File: src/rtl/alu_pkg.sv
// alu_pkg: shared constants and FSM state type for the ALU arbiter
package alu_pkg;
  localparam int SEL_W = 4;
  localparam int ALU_W = 8;
  typedef enum logic [1:0] {ST_IDLE = 2'd0, ST_EXEC = 2'd1, ST_RESP = 2'd2} state_t;
endpackage

File: src/rtl/rr_arb2.sv
// rr_arb2: two-way round-robin one-hot grant favouring the requester not granted last
module rr_arb2 (
  input  logic [1:0] valid,
  input  logic       last_grant,
  output logic [1:0] gnt
);
  assign gnt[0] = valid[0] & (~valid[1] | last_grant);
  assign gnt[1] = valid[1] & (~valid[0] | ~last_grant);
endmodule

File: src/rtl/alu_arbiter.sv
// alu_arbiter: round-robin sharing of one combinational ALU between two valid/ready requesters
module alu_arbiter
  import alu_pkg::*;
#(
  parameter int N     = ALU_W,
  parameter int CNT_W = 16
) (
  input  logic             clk,
  input  logic             rst,
  input  logic             req0_valid,
  output logic             req0_ready,
  input  logic [N-1:0]     req0_a,
  input  logic [N-1:0]     req0_b,
  input  logic [SEL_W-1:0] req0_sel,
  input  logic             req1_valid,
  output logic             req1_ready,
  input  logic [N-1:0]     req1_a,
  input  logic [N-1:0]     req1_b,
  input  logic [SEL_W-1:0] req1_sel,
  output logic [N-1:0]     A,
  output logic [N-1:0]     B,
  output logic [SEL_W-1:0] SEL,
  input  logic [N-1:0]     SUM,
  input  logic             CarryOut,
  output logic             rsp_valid,
  input  logic             rsp_ready,
  output logic             rsp_id,
  output logic [N-1:0]     rsp_sum,
  output logic             rsp_carry,
  output logic             busy,
  output logic [CNT_W-1:0] cnt0,
  output logic [CNT_W-1:0] cnt1
);
  state_t state, state_nx;
  logic [1:0] gnt;
  logic gnt_id, last_grant, accept, done;
  rr_arb2 u_arb (.valid({req1_valid, req0_valid}), .last_grant(last_grant), .gnt(gnt));
  always_comb begin
    accept = (state == ST_IDLE) & |gnt;
    done = (state == ST_RESP) & rsp_ready;
    state_nx = accept ? ST_EXEC : state == ST_EXEC ? ST_RESP : done ? ST_IDLE : state;
    req0_ready = ~rst & accept & gnt[0];
    req1_ready = ~rst & accept & gnt[1];
    rsp_valid = state == ST_RESP;
    busy = state != ST_IDLE;
  end
  always_ff @(posedge clk)
    state <= rst ? ST_IDLE : state_nx;
  always_ff @(posedge clk) begin
    if (rst) begin
      A <= '0;
      B <= '0;
      SEL <= '0;
      gnt_id <= 1'b0;
      last_grant <= 1'b1;
      rsp_sum <= '0;
      rsp_carry <= 1'b0;
      rsp_id <= 1'b0;
      cnt0 <= '0;
      cnt1 <= '0;
    end else begin
      if (accept) begin
        A <= gnt[1] ? req1_a : req0_a;
        B <= gnt[1] ? req1_b : req0_b;
        SEL <= gnt[1] ? req1_sel : req0_sel;
        gnt_id <= gnt[1];
        last_grant <= gnt[1];
      end
      if (state == ST_EXEC) begin
        rsp_sum <= SUM;
        rsp_carry <= CarryOut;
        rsp_id <= gnt_id;
      end
      if (done && !rsp_id && !(&cnt0)) cnt0 <= cnt0 + CNT_W'(1);
      if (done && rsp_id && !(&cnt1)) cnt1 <= cnt1 + CNT_W'(1);
    end
  end
endmodule

File: config.mk
export PLATFORM = sky130hd
export DESIGN_NAME = alu_arbiter
export DESIGN_NICKNAME = d
export VERILOG_FILES = /design/src/rtl/alu_pkg.sv /design/src/rtl/rr_arb2.sv /design/src/rtl/alu_arbiter.sv
export SDC_FILE = /design/constraint.sdc
export NUM_CORES = 1
export LEC_CHECK = 0
export ABC_AREA = 1
export ABC_CLOCK_PERIOD_IN_PS = 1800
export BUFFER_PORTS_ARGS = -buffer_cell sky130_fd_sc_hd__buf_2
export CAP_MARGIN = 20
export CORE_UTILIZATION = 49
export CTS_BUF_LIST = sky130_fd_sc_hd__clkbuf_16
export DETAILED_ROUTE_END_ITERATION = 7
export PLACE_DENSITY = 0.79
export SYNTH_ARGS = -nofsm -noshare
export SYNTH_HDL_FRONTEND = slang
export SYNTH_SLANG_ARGS = --single-unit
File: constraint.sdc
create_clock -name clk -period 1.8 [get_ports clk]
set_input_delay 0.36 -clock clk [delete_from_list [all_inputs] [get_ports clk]]
set_output_delay 0.36 -clock clk [all_outputs]
set_load 0.005 [all_outputs]
==> metrics.csv <==
metric;value;unit
outcome;completed;
global-route usage over all layers;0.247;
DR pass1 iterations;4;
DP Wirelength;5660;um
Finished Layout Cells;650;
die area;6600;um^2
Clock Skews;0.00529;ns
Tightest Pin Transition;0.393;ns
Final min period;1.71;ns
Bufs on Longest Clock Path;2;
routed vias/inst;5.10;
Worst setup EP type;primary output;
vias in the first global route;3063;
worst slack at placement;0.180;ns
Power per Cell Area;954;nW/um^2
Crit Path Max Fanout;5;
area delta synth->final;33.5;%
Cell Rows;28;
setup TNS;0;ns
Hold Fails Final Rpt;0;
chip height;81.2;um
final clock period utilization by the worst path;0.948;
RSZ-0062 raised after global routing;no;
Port-buffer cells;119;
synthesized instance count;444;
Iter 0 DRT Violations;132;
via count;3316;
clock latency on the worst-skew pair;0.32;ns
TritonCTS clock tree;done;
max incr delay on CP;0.34;ns
WP data required;1.44;ns
Yosys warning total;0;
FMAX;586;MHz
initial core utilization;0.514;
grt total ovfl;0;
Worst-path clk slew;0.05;ns
cts hold-fix bufs;0;
cell mode on critical path;nor2_2;
sequential area share after synthesis;0.429;
max-slew violations;0;
ant diodes;0;
#FFs+latches synth;66;
largest net degree at the start of global routing;41;
RePlAce Congestion;0.828;
synthesized area;3080;um^2
post-synth cell types;25;
CP arrival;1.35;ns
leading area contributor after synthesis;dfxtp_1;
routed len/inst;12.1;um
top post-synthesis cells by area;dfxtp_1 43%, nand2_1 15%, nor2_1 11%, a22oi_1 4.9%, a21oi_1 3.7%;
number of cells after detailed placement;630;
CTS root buf;clkbuf_16;
drt drc;0;
Final Util;0.685;
Worst VDD drop;0.617;mV
final hold slack;0.230;ns
Antenna Violating Nets Remaining;0;
H-tree levels;3;
Buf/Inv on CP;2;
Worst setup SP type;flip-flop;
total CTS buffers;9;
layout cell share with drive strength beyond 1;0.304;
antenna violations before repair;0;
commonest non-fill, non-tap cell in the layout;nand2_1;
slowest cell on the critical path;dfxtp_2;
final setup margin;0.0929;ns
hold crit path type;in2reg;
core area;5990;um^2
P_leak;0.00201;uW
# setup viols final;0;
Avg Inst Size Synth;6.93;um^2
drt total wl;7850;um
top-area cell type share of the netlist area;0.429;
Nets;626;
Syn Nets;500;
clk sink count;66;
Worst path top cell family by delay;simple AND/OR/NAND/NOR gates;
Top-Level Pins;120;
first-pass GRT wire length;12600;um
max_cap viols;0;
Max-slew headroom;0.738;
crit path kind;reg2out;
worst path cell trace;nor2_2 -> o21ai_2 -> nor2_2 -> nand2_1 -> inv_2 -> buf_2;
commonest cells after routing, fill and taps aside;126 x nand2_1, 119 x buf_2, 90 x nor2_1;
Die X;81.2;um
-- tightest hold or removal path, stage by stage --
cell	delay (ns)
buf_2	0.07
nand2_1	0.04
nand2_1	0.05
-- layer usage --
layer	track usage	vias up	wire length (um)
li1	-	1685	-
met1	0.276	1495	3380
met2	0.420	124	3840
met3	0.0753	12	492
met4	0.132	0	141
met5	0	-	0
-- where the power goes --
part / total (uW) / switching, uW / internal, uW / leakage, uW
registers: 1600 / 47.6 / 1550 / 0.000539
clock network: 1950 / 609 / 1340 / 0.000170
logic: 371 / 198 / 173 / 0.00130
total: 3920 / 855 / 3060 / 0.00201
-- kinds of logic (layout without fill, tap and decap cells) --
| family | count (synthesis) | in the layout | share of synthesized area |
|---|---|---|---|
| AOI/OAI and AO/OA | 61 | 61 | 0.116 |
| xor gates and xnor gates | 1 | 1 | 0.00285 |
| adders and majority gates | 2 | 2 | 0.00813 |
| buffers and inverters | 43 | 174 | 0.0614 |
| DFF | 66 | 66 | 0.429 |
| and+or+nand+nor | 271 | 271 | 0.382 |
-- cell usage after synthesis --
library cell	number
nand2_1	126
o21ai_1	2
buf_2	4
nor3_1	4
nand3_1	23
inv_1	24
nor2_1	92
a211oi_1	1
xor2_1	1
nand4_1	2
clkinv_1	1
o21ai_0	15
nor2_2	10
ha_1	2
nor2_4	5
nand3_2	5
nand2_2	3
buf_6	1
clkbuf_1	4
a21oi_1	23
buf_4	4
dfxtp_1	66
a22oi_1	20
nand4_4	1
inv_2	5
-- registers in the layout, indices dropped and copies added (netlist names) --
signal,cells
cnt0,16
cnt1,16
A,8
B,8
rsp_sum,8
SEL,4
state,2
gnt_id,1
last_grant,1
rsp_carry,1
rsp_id,1
-- what timing repair did --
item,in CTS,in global routing
setup endpoints to repair,2,2
resized for setup,2,4
pin swaps,1,2
buffers inserted,1,3
-- through the flow --
step / power, uW / instance area, um^2
6_report: 3920 / 4110
5_1_grt: 4080 / 4110
4_1_cts: 3940 / 4080
3_5_place_dp: 1980 / 3730
3_3_place_gp: 1970 / 3730
2_1_floorplan: 1800 / 3080
-- layout make-up --
class	instances	area, um^2
fillers	530	1880
clock buffers	9	225
inverters	30	115
multi-input cells	335	1580
well taps	75	93.8
flip-flops and latches	66	1320
clock inverters	7	110
repair buffers	128	663
-- path summary, 6_finish.rpt --
check                           startpoint  slack (ns)  cells after the start         end
worst max register to register     cnt1[0]        0.16                      9    cnt1[13]
worst min register to register      gnt_id        0.46                      2      rsp_id
worst min-delay path             req1_b[6]        0.23                      3        B[6]
worst max-delay path              state[1]        0.09                      6  req1_ready
(Power assumes the default switching activity.)
